==> config.mk <==
export PLATFORM = sky130hd
export DESIGN_NAME = mux_rr_reg_rs
export DESIGN_NICKNAME = d
export VERILOG_FILES = /design/src/rtl/mux_rr_reg_rs.sv
export SDC_FILE = /design/constraint.sdc
export NUM_CORES = 1
export LEC_CHECK = 0
export BUFFER_PORTS_ARGS = -buffer_cell sky130_fd_sc_hd__buf_2
export CORE_ASPECT_RATIO = 1.75
export CORE_MARGIN = 2
export CORE_UTILIZATION = 30
export DETAILED_ROUTE_END_ITERATION = 6
export PLACE_DENSITY = 0.63
export SYNTH_ARGS = -nofsm -noshare
export SYNTH_HDL_FRONTEND = slang
export SYNTH_SLANG_ARGS = --single-unit
==> constraint.sdc <==
create_clock -name clk -period 5.8 [get_ports clk]
set_input_delay 0.58 -clock clk [delete_from_list [all_inputs] [get_ports clk]]
set_output_delay 0.58 -clock clk [all_outputs]
set_load 0.01 [all_outputs]
==> src/rtl/mux_rr_reg_rs.sv <==
// CH-way (N+1)-bit channel mux with a single registered output stage.
// Selects by explicit index (mode 0) or round-robin arbitration (mode 1).
module mux_rr_reg_rs #(
    parameter int N    = 2,
    parameter int CH   = 4,
    parameter int SELW = $clog2(CH)
) (
    input  logic                clk,
    input  logic                rst_n,
    input  logic [CH*(N+1)-1:0] in_data,
    input  logic [CH-1:0]       in_valid,
    output logic [CH-1:0]       in_ready,
    input  logic                mode,
    input  logic [SELW-1:0]     sel,
    output logic [N:0]          out_data,
    output logic [SELW-1:0]     out_ch,
    output logic                out_valid,
    input  logic                out_ready
);

    // Handshake: a word moves on any side exactly when valid && ready are both
    // high at a rising edge; ready never depends on the sender's data, and the
    // only combinational path from out_ready leads to in_ready.

    logic            can_accept;
    logic            gnt_found;
    logic            grant;
    logic [SELW-1:0] gnt;
    logic [SELW-1:0] rr_ptr;
    logic [SELW:0]   scan_idx;
    logic [N:0]      gnt_data;

    assign can_accept = !out_valid || out_ready;

    always_comb begin
        gnt_found = 1'b0;
        gnt       = '0;
        scan_idx  = '0;
        if (mode == 1'b0) begin
            // An index outside 0..CH-1 matches no channel, so it never grants.
            for (int i = 0; i < CH; i++) begin
                if (sel == SELW'(i) && in_valid[i]) begin
                    gnt_found = 1'b1;
                    gnt       = SELW'(i);
                end
            end
        end else begin
            // Scan offsets from farthest to nearest so the nearest requester wins.
            for (int k = CH - 1; k >= 0; k--) begin
                scan_idx = {1'b0, rr_ptr} + (SELW+1)'(k);
                if (scan_idx >= (SELW+1)'(CH)) begin
                    scan_idx = scan_idx - (SELW+1)'(CH);
                end
                for (int i = 0; i < CH; i++) begin
                    if (scan_idx == (SELW+1)'(i) && in_valid[i]) begin
                        gnt_found = 1'b1;
                        gnt       = SELW'(i);
                    end
                end
            end
        end
    end

    always_comb begin
        gnt_data = '0;
        for (int i = 0; i < CH; i++) begin
            if (gnt == SELW'(i)) begin
                gnt_data = in_data[i*(N+1) +: (N+1)];
            end
        end
    end

    assign grant = gnt_found && can_accept && rst_n;

    always_comb begin
        in_ready = '0;
        for (int i = 0; i < CH; i++) begin
            in_ready[i] = grant && (gnt == SELW'(i));
        end
    end

    always_ff @(posedge clk or negedge rst_n) begin
        if (!rst_n) begin
            out_valid <= 1'b0;
            out_data  <= '0;
            out_ch    <= '0;
            rr_ptr    <= '0;
        end else if (grant) begin
            out_valid <= 1'b1;
            out_data  <= gnt_data;
            out_ch    <= gnt;
            if (mode) begin
                rr_ptr <= (gnt == SELW'(CH - 1)) ? '0 : gnt + SELW'(1);
            end
        end else if (out_ready) begin
            out_valid <= 1'b0;
        end
    end

endmodule

==> summary by stage, run 1 <==
Logic synthesis
The count of different cell masters after synthesis is 33. The count of flip-flops with a built-in enable after synthesis is 0. After technology mapping, the gate count stands at 87.

The fraction of registers with async set/reset is 1.000. Of the total synthesized cell area, the portion taken by AND, OR, NAND and NOR gates is 0.2264. Counting flops and latches in the post-synthesis netlist gives 8.

A synthesized cell averages 8.701 um^2. The share of synthesized area in the top cell type comes to 0.2645. After synthesis, the largest family of logic cells by area is simple AND/OR/NAND/NOR gates. Synthesis produced a netlist with a net count of 113. The combined area of all synthesized cells is 757.0 um^2. For this run, the register share of the synthesized area comes to 0.2645.

The area fraction in compound gates after synthesis is 0.2165. The most used flip-flop cell after synthesis is dfrtp_1. After synthesis, the cell types taking the most area are dfrtp_1 26%, mux2_4 9.9%, ha_1 6.6%.

Of the total synthesized cell area, the portion taken by full adders, half adders and majority gates is 0.06612. The largest total area in the synthesized netlist belongs to dfrtp_1. The proportion of synthesized area in mux cells is 0.1719. Of the total synthesized cell area, the portion taken by XOR and XNOR cells is 0. Yosys printed 0 warnings.

Global routing
Entering global routing, the biggest net connects 14 pins. The total grt overflow is 0. The overall routing resource usage is 0.1307. The first-pass GRT wire length is 3015 um. The number of antenna violations at the first check in global routing came to 0. The via count of the first global-routing pass was 707.

CTS
The insertion delay of the later-clocked pin in the worst-skew pair is 0.23 ns. The TritonCTS clock tree is built. The number of H-tree levels is 1. Buffers added to address setup during post-CTS repair amount to 0. The clock sink count is 8.

The total of hold buffers inserted after clock tree synthesis is 0. After clock tree synthesis, the clock-pin slew on the worst setup and hold paths is 0.04 ns. In this run the deepest clock path goes through 2 buffers. Clock tree synthesis inserted a total of 3 buffers. The clock root buffer master is clkbuf_8. The number of resized instances in the post-cts repair step is 0.

Worst setup path
The cell seen most often among critical-path stages is buf_2. The cell with the largest stage delay on the worst path is ha_1. STA classifies the critical path startpoint as an input pin. Along the worst path, the maximum fanout reaches 8.

The worst stage delay on the critical path is 0.38 ns. For the worst setup path, the data arrival time is 2.22 ns. The worst setup path is captured at an output port. The critical path goes through buf_2 -> nand2b_1 -> a211oi_1 -> o21ai_1 -> a31oi_1 -> ha_1 -> and2_1 -> buf_2. The kind of critical path is in2out. The data required time at the worst endpoint is 5.22 ns.

Min path
The path class of the tightest hold or removal check is in2async.

Placed design
The weighted congestion at the end of routability-driven global placement is 0.8168. The number of cells after detailed placement is 138. The standard cell area after detailed placement is 914.6 um^2.

The number of port buffers is 31. The post-DP HPWL is 1358 um.

Cells and area
After filler insertion, the fill cell instance count of the layout stands at 261. The finished cells cover 955.9 um^2. The antenna diode count is 0. The final core area utilization is 0.3930. Leaving out fill and tap cells, the most frequent cells in the layout are 31 x buf_2, 8 x dfrtp_1, 6 x nor2_1, 6 x nor2b_1, 6 x a21oi_1.

The non-filler instance count after layout is 141. For this run, the post-layout net count is 143. The commonest non-fill, non-tap cell in the layout is buf_2. The area growth from synthesis to layout is 26.28%. In the final layout, the share of cells above drive strength 1 is 0.3565.

Floorplan
In this run the standard cell core region covers 2432 um^2. From left edge to right edge, the die measures 41.97 um. The die covers 2957 um^2. The number of primary I/O pins is 32. The total number of placement rows is 24. From bottom edge to top edge, the die measures 70.45 um. The starting density of the core is 0.3112.

STA
The transition time at the pin with the least slew margin is 0.4551 ns. The max-slew violation count is 0. The final-report hold violation count is 0. For this run, the top clock speed supported by timing is 0.3575 GHz. Setup violations remaining at the end of the flow were counted as 0. Setup repair after global routing left no endpoint under its margin.

The sum of negative setup slack is 0 ns. Headroom to the max-slew limit came out at 0.6966. Of the available clock period, the critical path in the final layout requires 0.4822.

The routed design could run at a clock period as short as 2.797 ns. The maximum clock skew at final layout is 0.003296 ns.

Run status
The flow ran to the end, and the final reports show no timing, DRC or antenna violations.

Drt
The DRC marker count from the first detailed-route iteration is 19. Dividing the detail-routed via count by the number of cells gives 5.270. The residual DRC count is 0.

The routed layout has 743 vias. The detailed-routing iteration count for the pre-antenna-repair pass is 4. The detail route stage leaves a number of antenna-violating nets equal to 0. Dividing the detail-routed wire length by the instance count gives 12.16 um. After detailed routing, the total wire length is 1715 um.

Pwr
The cell leakage power is 0.4650 nW. The peak ir drop on the vdd network is 0.0001523 V. The overall power is 0.3370 mW. For this design the ratio of total power to cell area is 352.6 nW/um^2.

Job
The tool flagged a number of max-cap violations equal to 0.
area by class of cell:
class                   instances  area, um^2  area share
multi-input cells              70       515.5      0.5393
flip-flops and latches          8       200.2      0.2094
repair buffers                 31       155.1      0.1623
well taps                      26       32.53     0.03403
clock buffers                   3       41.29     0.04319
inverters                       3       11.26     0.01178
critical path, delay by kind of cell:
family,cells,cell delay [ns]
compound gates,3,0.67
fa+ha+maj,1,0.38
simple gates,2,0.32
buf+inv,2,0.26
cells by family (layout without fill, tap and decap cells):
logic type / count (synthesis) / after routing
fa+ha+maj: 4 / 4
mux: 10 / 10
simple gates: 31 / 31
buf+inv: 9 / 37
flops: 8 / 8
compound gates: 25 / 25
per-stage QoR:
step,hold WS [ns],setup WS [ns]
finish,0.2015,3.003
global route,0.2177,2.826
CTS,0.2018,3.007
detailed placement,0.4447,2.979
global placement,0.4424,3.063
floorplan,0.2844,3.235
power breakdown:
part | leakage (nW) | total, mW | switching [mW] | internal (mW)
clock network | 0.0216 | 0.0660 | 0.0211 | 0.0449
registers | 0.0972 | 0.113 | 0.0318 | 0.0811
logic | 0.346 | 0.158 | 0.0709 | 0.0873
sequential cells by signal (all words and copies together) (netlist names):
name       count
out_ch         2
rr_ptr         2
out_data       3
out_valid      1
worst paths after layout:
kind,startpoint,end,slack [ns],cells past startpoint
max reg2reg,rr_ptr[0]$_DFFE_PN0P_,out_data[2]$_DFFE_PN0P_,3.31,10
max in group asynchronous,rst_n,out_data[0]$_DFFE_PN0P_,5.41,1
min reg2reg,out_valid$_DFFE_PN0P_,out_valid$_DFFE_PN0P_,0.50,1
min in group clk,out_valid$_DFFE_PN0P_,out_valid$_DFFE_PN0P_,0.50,1
min,rst_n,out_ch[0]$_DFFE_PN0P_,0.20,1
max,in_valid[0],in_ready[3],3.00,8
cells in the mapped netlist, drive strengths merged, types with 2 or more instances:
| library cell | count |
|---|---|
| nand2 | 5 |
| ha | 4 |
| inv | 3 |
| o21ai | 6 |
| nand2b | 3 |
| a21oi | 6 |
| nor2b | 6 |
| mux2 | 9 |
| clkbuf | 5 |
| a21o | 2 |
| a221oi | 2 |
| and2 | 5 |
| o31ai | 2 |
| nor2 | 6 |
| dfrtp | 8 |
per-layer routing:
| layer | GRT usage | vias up | part of all wire |
|---|---|---|---|
| li1 | - | 370 | - |
| met1 | 0.1526 | 341 | 0.41 |
| met2 | 0.2205 | 28 | 0.51 |
| met4 | 0.07527 | 0 | 0.021 |
| met3 | 0.01809 | 4 | 0.059 |
| met5 | 0 | - | 0 |
Power figures use the tool's default switching activity.
==> run 2, diff against run 1 <==
clock period = 2.6 ns   (was 5.8 ns; I/O delays follow)
==> run 2 against run 1 <==
  * Power up 130%
  * Core utilization up 1.4 points
  * Final area up 3.5%
  * Critical path depth down 1
  * Final cell count up 2.8%
  * Flip-flop and latch count unchanged
  * First-iteration DRC count down 37%
  * Setup slack worse by 2.9 ns
  * Sequential share of layout area down 0.71 points
  * Count of clock-buffer cells in the layout unchanged
  * Combinational power rose to 2.7 times the previous value
  * Wire length up 9.2%
  * Critical path type is now reg2out
  * Largest power group unchanged
==> summary by stage, run 2 (same netlist as run 1, synthesis figures left out) <==
Run status
The flow ran to the end, and the final reports show no timing, DRC or antenna violations.

Global routing
The total grt overflow is 0 (unchanged). The overall routing resource usage is 0.1330 (+0.002359). The number of antenna violations at the first check in global routing is 0 (unchanged). The largest net degree at the start of global routing is 11 (-3). The first-pass GRT wire length is 3139 um (+4.1%). The via count of the first global-routing pass is 748 (+5.8%).

Placed design
The post-DP HPWL came to 1465 um (+7.9%). The standard cell area after detailed placement is 937.1 um^2 (+2.5%). The placement-stage worst setup slack is 0.2314 ns (-2.748 ns). The number of cells after detailed placement was 141 (+2.2%). The weighted congestion at the end of routability-driven global placement is 0.7777 (-4.8%). The number of port buffers is 31 (unchanged).

Pwr
The share of power burned in registers is 0.279 (-0.056). The switching component of the power is 0.2866 mW (+130%). The cell leakage power is 0.4839 nW (+4.1%). The logic gate share of total power is 0.535 (+0.066). The total internal power is 0.5018 mW (+140%).

The peak ir drop on the vdd network is 0.0004123 V (+170%). The switching share of total power was 0.3636 (-0.003758). The share of power burned in the clock network is 0.187 (-0.009).

The total power density per cell area is 796.6 nW/um^2 (+130%).

STA
The final-report hold violation count is 0 (unchanged). The max-slew violation count is 0 (unchanged). The fmax is 0.4053 GHz. After layout, the minimum clock period comes to 2.467 ns. The maximum clock skew at final layout is 0.004018 ns (+0.0007224 ns). The worst-case setup margin in the final layout is 0.1329 ns (-2.870 ns). In the finished design, the share of the clock period the worst path needs comes to 0.9489. The sum of negative setup slack was 0 ns (unchanged).

The worst hold slack across all endpoints is 0.3309 ns (+0.1294 ns). The transition time at the pin with the least slew margin is 0.2817 ns (-0.1733 ns). The final setup violation count is 0 (unchanged). The worst slew margin relative to its limit is 0.8122 (+0.1156). Setup repair after global routing left no endpoint under its margin.

Drt
The remaining antenna violation count after routing is 0 (unchanged). The routed via count is 761 (+2.4%). The detailed-routing iteration count for the pre-antenna-repair pass is 2 (-2). The residual DRC count is 0 (unchanged). The per-cell via count in the routed design is 5.248 (-0.40%). The DRC marker count from the first detailed-route iteration is 12 (-7). The detail-routed net length per standard cell is 12.91 um (+6.1%). The total wire length was 1872 um (+9.2%).

Cells and area
The register with the highest flop count is out_data. The share of cells above drive strength 1 was 0.3782 (+0.02163). The number of nets in the finished design came to 147 (+2.8%).

The largest registers in the layout are out_data: 3 flops, out_ch: 2 flops, rr_ptr: 2 flops. The non-filler instance count after layout is 145 (+2.8%). The number of flip-flops in the largest register is 3 (unchanged). The antenna diode count is 0 (unchanged). Leaving out fill and tap cells, the most frequent cell in the layout is buf_2. In the layout the commonest cells are 31 x buf_2, 8 x dfrtp_1, 6 x nor2_1, 6 x nor2b_1, 6 x a21oi_1. The area growth from synthesis to layout is 30.74%. The post-route cell area came to 989.7 um^2 (+3.5%).

Worst setup path
The largest driver fanout on the critical path is 10 (+2). The kind of start point of the critical path is a register. The arrival time at the worst endpoint was 2.21 ns (about the same). The data required time at the worst endpoint is 2.34 ns (-2.88 ns).

The critical path is of the reg2out type. The kind of end point of the critical path is an output port.

CTS
The number of H-tree levels was 1 (unchanged). CTS placed an instance of clkbuf_8 at the clock tree root. The clock edge transition at the registers on the reported setup and hold paths was 0.04 ns (about the same). The CTS buffer count is 3 (unchanged). The post-CTS setup-driven buffer insertion count was 0 (unchanged).

The clock sink count was 8 (unchanged). TritonCTS built the clock tree. The number of buffers between clock root and the deepest sink is 2 (unchanged). The insertion delay of the later-clocked pin in the worst-skew pair was 0.23 ns (about the same).

Floorplan
The area of the die was 2957 um^2 (unchanged). The floorplan die width is 41.97 um (unchanged). The chip height was 70.45 um (unchanged). The number of primary I/O pins is 32 (unchanged).

The starting density of the core is 0.3112 (unchanged). The area inside the core boundary is 2432 um^2 (unchanged). The total number of placement rows is 24 (unchanged).

Job
The number of violations of the max-capacitance limit came to 0 (unchanged).

Min path
The type of the worst min-delay path is in2reg.
## run 2: final cells by class
type	count	area [um^2]
Tap cell	26	32.53
Timing Repair Buffer	35	187.7
Fill cell	252	1443
Inverter	3	11.26
Multi-Input combinational cell	70	516.7
Sequential cell	8	200.2
Clock buffer	3	41.29
## run 2: final timing paths
check	startpoint	endpoint	slack [ns]	cells past startpoint
setup / recovery	rr_ptr[1]$_DFFE_PN0P_	in_ready[0]	0.13	7
hold / removal	out_ready	out_valid$_DFFE_PN0P_	0.33	3
setup reg to reg	rr_ptr[1]$_DFFE_PN0P_	out_data[2]$_DFFE_PN0P_	0.26	10
hold reg to reg	out_valid$_DFFE_PN0P_	out_valid$_DFFE_PN0P_	0.49	1
max in group asynchronous	rst_n	out_data[0]$_DFFE_PN0P_	1.98	2
min in group asynchronous	rst_n	out_ch[0]$_DFFE_PN0P_	0.43	2
## run 2: worst max-delay path, stage by stage, from the launching register on
cell,delay [ns]
dfrtp_1,0.43
buf_4,0.19
or3b_1,0.37
a21oi_1,0.16
o2111ai_1,0.16
and4_2,0.34
and2_1,0.19
buf_2,0.13
## run 2: metrics by stage
step	utilization	power, mW
finish	0.4069	0.7884
global route	0.4069	0.8494
CTS	0.4064	0.7960
detailed placement	0.3853	0.6433
global placement	0.3853	0.6351
floorplan	-	0.5044
## run 2: per-layer routing
metal  vias up  share of wire  track usage
met2        28           0.52       0.2396
met1       349           0.42       0.1488
met5         -              0            0
li1        380              -            -
met3         4          0.053      0.01292
met4         0          0.012      0.06810
## run 2: power groups by stage
stage	Sequential (mW)	Clock (mW)	Combinational [mW]
after floorplan	0.231	0	0.274
after global placement	0.223	0	0.413
after detailed placement	0.222	0	0.422
after CTS	0.221	0.149	0.425
after global routing	0.226	0.156	0.468
final	0.220	0.147	0.421
## run 2: repair_timing
item / 4_1_cts / 5_1_grt
resized for setup: 0 / 1
hold buffers: 1 / 0
hold endpoints to repair: 8 / 0
setup endpoints to repair: 0 / 4
